===== src/rtl/hdb3_plug_vb.sv =====
// rtl/hdb3_plug_vb.sv - HDB3 front end: classifies NRZ bits into zero/mark/B/V symbols
// Delay line holds N_ZERO symbols so a completed zero run can be rewritten in place.
module hdb3_plug_vb #(
  parameter int N_ZERO = 4
) (
  input  logic       clk,
  input  logic       rst,
  input  logic       data_in,
  output logic [1:0] data_plug_b,
  output logic       out_valid
);

  localparam int CW = $clog2(N_ZERO + 1);
  localparam logic [1:0] SYM_ZERO = 2'b00;
  localparam logic [1:0] SYM_MARK = 2'b01;
  localparam logic [1:0] SYM_B    = 2'b10;
  localparam logic [1:0] SYM_V    = 2'b11;

  logic [1:0]    sr_q [N_ZERO];
  logic [1:0]    sr_d [N_ZERO];
  logic [1:0]    plug_q;
  logic [CW-1:0] zero_cnt_q, zero_cnt_d;
  logic [CW-1:0] fill_cnt_q, fill_cnt_d;
  logic          parity_q, parity_d;
  logic          valid_q, valid_d;
  logic          subst;

  assign subst = !data_in && (zero_cnt_q == CW'(N_ZERO - 1));

  always_comb begin
    sr_d[0]    = data_in ? SYM_MARK : SYM_ZERO;
    for (int i = 1; i < N_ZERO; i++) begin
      sr_d[i] = sr_q[i-1];
    end
    zero_cnt_d = zero_cnt_q;
    parity_d   = parity_q;
    if (subst) begin
      // B and V cancel, so the pulse count is even again after a substitution.
      sr_d[0]          = SYM_V;
      sr_d[N_ZERO-1]   = parity_q ? SYM_ZERO : SYM_B;
      zero_cnt_d       = '0;
      parity_d         = 1'b0;
    end else if (data_in) begin
      zero_cnt_d = '0;
      parity_d   = ~parity_q;
    end else begin
      zero_cnt_d = zero_cnt_q + 1'b1;
    end
    fill_cnt_d = (fill_cnt_q == CW'(N_ZERO)) ? fill_cnt_q : fill_cnt_q + 1'b1;
    valid_d    = (fill_cnt_q == CW'(N_ZERO));
  end

  always_ff @(posedge clk) begin
    if (rst) begin
      for (int i = 0; i < N_ZERO; i++) begin
        sr_q[i] <= SYM_ZERO;
      end
      plug_q     <= SYM_ZERO;
      zero_cnt_q <= '0;
      fill_cnt_q <= '0;
      parity_q   <= 1'b0;
      valid_q    <= 1'b0;
    end else begin
      for (int i = 0; i < N_ZERO; i++) begin
        sr_q[i] <= sr_d[i];
      end
      plug_q     <= sr_q[N_ZERO-1];
      zero_cnt_q <= zero_cnt_d;
      fill_cnt_q <= fill_cnt_d;
      parity_q   <= parity_d;
      valid_q    <= valid_d;
    end
  end

  assign data_plug_b = plug_q;
  assign out_valid   = valid_q;

endmodule


===== config.mk =====
export PLATFORM = sky130hd
export DESIGN_NAME = hdb3_plug_vb
export DESIGN_NICKNAME = d
export VERILOG_FILES = /design/src/rtl/hdb3_plug_vb.sv
export SDC_FILE = /design/constraint.sdc
export NUM_CORES = 1
export LEC_CHECK = 0
export ABC_AREA = 1
export CORE_AREA = 2 2 39 41
export DETAILED_ROUTE_END_ITERATION = 8
export DIE_AREA = 0 0 41 43
export DONT_BUFFER_PORTS = 1
export PLACE_DENSITY = 0.74
export SLEW_MARGIN = 30
export SYNTH_ARGS = -nofsm -noshare
export SYNTH_HDL_FRONTEND = slang
export SYNTH_SLANG_ARGS = --single-unit

===== constraint.sdc =====
create_clock -name clk -period 3 [get_ports clk]
set_clock_uncertainty 0.1 [all_clocks]
set_input_delay 0.3 -clock clk [delete_from_list [all_inputs] [get_ports clk]]
set_output_delay 0.3 -clock clk [all_outputs]
set_load 0.005 [all_outputs]

=== Yosys cells after proc, flatten, opt, wreduce, memory -nomap -nowiden ===
Memory sizes are Yosys's and may differ from the RTL's. A register that Yosys moved wholly into a read port is not among the register bits.
Cells that the tools add are included.

* Input port bits: 3
* Memories: 1
* Bits in latches: 0
* Flip-flop bits (word level): 8
* ROM bits: 0
* Output and inout bits: 3
* Bits in writable memories: 8

* Order comparisons: 0
* Multiply operators: 0
* Divide/modulo/power cells: 0
* Add/subtract/negate cells: 2
* Equal/unequal tests: 2
* Bitwise logic cells: 5
* Reduce and logical (&&, ||, !) cells: 4
* Mux-type cells: 11
* Shift operators: 0

{| class="wikitable"
|+ Memories
! memory !! depth !! bits a word !! rd ports !! clocked after memory_dff !! wr ports !! line !! source
|-
| sr_q || 4 || 2 || 4 || 1 || 4 || 19 || <nowiki>logic [1:0] sr_q [N_ZERO];</nowiki>
|}

{| class="wikitable"
|+ Operator list
! operator !! number
|-
| two-way mux 2 bit || 7
|-
| adder 3 x 1 -> 3 bit (second input constant) || 2
|-
| two-way mux 1 bit || 4
|-
| OR 1 bit || 4
|-
| == test 3 x 2 -> 1 bit (second input constant) || 1
|-
| == test 3 bit (second input constant) || 1
|-
| OR reduction 3 bit || 1
|-
| OR reduction 2 bit || 1
|-
| logical AND 1 bit || 1
|-
| logical NOT 1 bit || 1
|-
| inverter 1 bit || 1
|}

=== Depth between registers and ports, before layout ===
* Depth after elaboration: 4
* Depth in mapped cells: 6
* Mapped depth without buffers: 6

=== Least setup slack after synthesis ===
No wires, ideal clock.

* Path type: register -> register
* Start point: reg zero_cnt_q[0]
* End point: reg zero_cnt_q[0]
* Setup slack: 1.892 ns
* Cell stages (with the launch flop): 6
* Required time: 2.835 ns
* Library setup time: 0.065 ns
* Arrival: 0.944 ns
* Cells stage by stage: dfxtp_1 -> ha_1 -> ha_1 -> inv_2 -> nand3_1 -> nor2_1

* Word-level cells in the longest chain between the ends: 3
* Elaborated cells between the ends (all ways): 4
* Those cells by class: add/sub (1); eq/ne (1); reduce/logical (2)

{| class="wikitable"
|+ RTL lines
! element !! line !! source
|-
| start, declared || 22 || <nowiki>logic [CW-1:0] zero_cnt_q, zero_cnt_d;</nowiki>
|-
| start signal, assigned || 68 || <nowiki>zero_cnt_q <= zero_cnt_d;</nowiki>
|-
| == test 3 x 2 -> 1 bit || 28 || <nowiki>assign subst = !data_in && (zero_cnt_q == CW'(N_ZERO - 1));</nowiki>
|-
| logical AND 1 bit || 28 ||
|-
| OR reduction 3 bit (no source line) || -- ||
|}

Several ways; a longest one is shown, not always the timed one.
A chain may end at the register's enable or synchronous reset.

=== Worst setup path in the final report ===
Ends and elaborated chain as after synthesis.

==> results.sh <==
export IMPL_core_um2=1380
export IMPL_netlist_area_um2=642
export IMPL_io_buffers=0
export IMPL_maxSlewViolCount=0
export IMPL_placementRows=14
export IMPL_crit_required_ns=3.14
export IMPL_setup_violations=0
export IMPL_fin_setup_tns_ns=0
export IMPL_path_cells="ha_1 -> ha_1 -> inv_2 -> nand3_1 -> nor2_1"
export IMPL_power_leakage_nw=0.330
export IMPL_cts_tree="built"
export IMPL_ctsResizeCount=0
export IMPL_synth_top_area_share_pct=56.1
export IMPL_track_usage_pct=13.7
export IMPL_cts_sinks=18
export IMPL_drt_pass1_iter_count=4
export IMPL_wirelength_um=859
export IMPL_min_period_over_period_pct=40.7
export IMPL_worst_pin_slew_ns=0.377
export IMPL_die_h_um=43
export IMPL_cpMostUsedCell="ha_1"
export IMPL_cp_startpoint="zero_cnt_q[0]$_SDFF_PP0_"
export IMPL_synth_top_cells_by_count="18 x dfxtp_1, 16 x nor2_1, 13 x inv_1"
export IMPL_die_w_um=41
export IMPL_yosysWarnings=0
export IMPL_syn_to_final_growth_pct=9.55
export IMPL_grt_max_degree=11
export IMPL_maxSlewHeadroom_pct=74.8
export IMPL_yosysUniqueCellTypes=13
export IMPL_via_count=434
export IMPL_first_iter_violations=8
export IMPL_gp_congestion=0.679
export IMPL_ctsHtreeMaxLevel=1
export IMPL_place_area_um2=657
export IMPL_reg2reg_slack_ns=1.78
export IMPL_clock_latency_ns=0.29
export IMPL_avgViaCountPerCell=4.52
export IMPL_initial_core_util_pct=46.4
export IMPL_yosys_area_top_type="dfxtp_1"
export IMPL_synthArstFlopShare_pct=0
export IMPL_synth_fp_nets=83
export IMPL_cts_setup_buffers=0
export IMPL_worstSetupEndpointType="register"
export IMPL_seq_area_frac_synth_pct=56.1
export IMPL_layout_nets=88
export IMPL_dpl_cell_count=91
export IMPL_ys_top_cells_by_area="dfxtp_1 56%, nor2_1 9.4%, ha_1 7.8%"
export IMPL_critPathMaxStageDelay_ns=0.33
export IMPL_root_buffer="clkbuf_4"
export IMPL_cp_start_kind="register"
export IMPL_worstHoldStart="data_in"
export IMPL_overflow=0
export IMPL_path_buf_inv=1
export IMPL_status="completed"
export IMPL_cp_slowest_cell="dfxtp_1"
export IMPL_critPathTopFamily="adder cells"
export IMPL_ant_nets=0
export IMPL_reg2reg_from="zero_cnt_q[0]$_SDFF_PP0_"
export IMPL_fin_area_um2=703
export IMPL_post_drt_wl_per_cell_um=8.95
export IMPL_cts_buffer_depth=2
export IMPL_power_density_nw_per_um2=620
export IMPL_grt_pass1_vias=412
export IMPL_avgSynthCellArea_um2=8.45
export IMPL_finish_utilization_pct=50.8
export IMPL_syn_inst=76
export IMPL_grt_pass1_wl_um=1520
export IMPL_ys_ff_latch=18
export IMPL_synth_edf_count=0
export IMPL_ir_drop_v=0.000332
export IMPL_antenna_found_initial=0
export IMPL_fin_crit_ns=1.22
export IMPL_use_met2_pct=22.2
export IMPL_crit_type="register to register"
export IMPL_rsz0062_at_grt="no"
export IMPL_arrival_ns=1.36
export IMPL_use_met3_pct=6.28
export IMPL_cts_inserted_buffers=3
export IMPL_ios=6
export IMPL_min_path_type="input pin to register"
export IMPL_antennaDiodeCount=0
export IMPL_drv_cap=0
export IMPL_max_clock_freq_mhz=819
export IMPL_ys_flop_type="dfxtp_1"
export IMPL_drc_errors=0
export IMPL_final_cell_count_no_fill=96
export IMPL_finalHoldViolCount=0
export IMPL_clk_pin_slew_worst_paths_ns=0.09
export IMPL_drive_gt1_share_pct=16.3
export IMPL_grt_busiest_layer="met2"
export IMPL_dpl_hpwl_um=644
export IMPL_grt_use_met1_pct=12.3
export IMPL_synth_most_common_cell="dfxtp_1"
export IMPL_die_area_um2=1760
export IMPL_crit_fanout=3
worst reg2reg max path: stages, from the launching register on:
cell,delay (ns)
dfxtp_1,0.33
ha_1,0.20
ha_1,0.24
inv_2,0.08
nand3_1,0.12
nor2_1,0.10
layer usage:
| metal | share of wire [%] | wire length, µm |
|---|---|---|
| met1 | 40 | 344 |
| met2 | 54 | 460 |
| met3 | 4.2 | 36 |
| met4 | 2.1 | 18 |
| met5 | 0 | 0 |
logic make-up (layout without fill, tap and decap cells):
| family | after synthesis | count (layout) | synth area share (%) |
|---|---|---|---|
| AOI/OAI and AO/OA | 2 | 2 | 1.56 |
| and+or+nand+nor | 35 | 35 | 24.4 |
| buffers and inverters | 17 | 21 | 10.1 |
| adders and majority gates | 4 | 4 | 7.80 |
| DFF | 18 | 18 | 56.1 |
stage by stage:
stage	power [mW]	hold WS, ns	worst slack (ns)
2_1_floorplan	0.288	0.288	1.89
3_3_place_gp	0.290	0.268	1.86
3_5_place_dp	0.293	0.269	1.79
4_1_cts	0.441	0.0685	1.77
5_1_grt	0.457	0.0681	1.71
6_report	0.436	0.0669	1.78
worst paths after layout:
| path | to | depth (start not counted) |
|---|---|---|
| setup / recovery | zero_cnt_q[0]$_SDFF_PP0_ | 5 |
| setup reg to reg | zero_cnt_q[0]$_SDFF_PP0_ | 5 |
| hold reg to reg | data_plug_b[1]$_SDFF_PP0_ | 2 |
| hold / removal | sr_q[3][1]$_SDFF_PP0_ | 3 |
final cells by class:
type	count	area, µm²
clock buffer	4	36.3
inverter	16	60.1
fill	128	681
timing repair buffer	1	10.0
tap	16	20.0
sequential	18	360
multi-input combinational	41	216
power breakdown:
group	total (mW)	switching [mW]	internal, mW
logic	0.0343	0.0212	0.0131
registers	0.255	0.00601	0.249
clock network	0.147	0.0725	0.0741
total	0.436	0.0997	0.336
state kept, by name (all words and copies together) (netlist names):
name	count
out_valid	1
data_plug_b	2
fill_cnt_q	3
parity_q	1
sr_q	8
zero_cnt_q	3
timing repair:
action,4_1_cts,5_1_grt
setup endpoints to repair,0,0
hold buffers,1,0
endpoints found under the hold margin,10,0
cell usage in the layout (no fill, tap or decap), drive strengths merged:
cell	Yosys	routed
clkbuf	0	4
nand2	12	12
nor2	19	19
o21ai	1	1
ha	4	4
nand3	4	4
dfxtp	18	18
inv	16	16
dlygate4sd3	0	1
a21oi	1	1
Note: power is estimated with default switching activity, not from simulation.
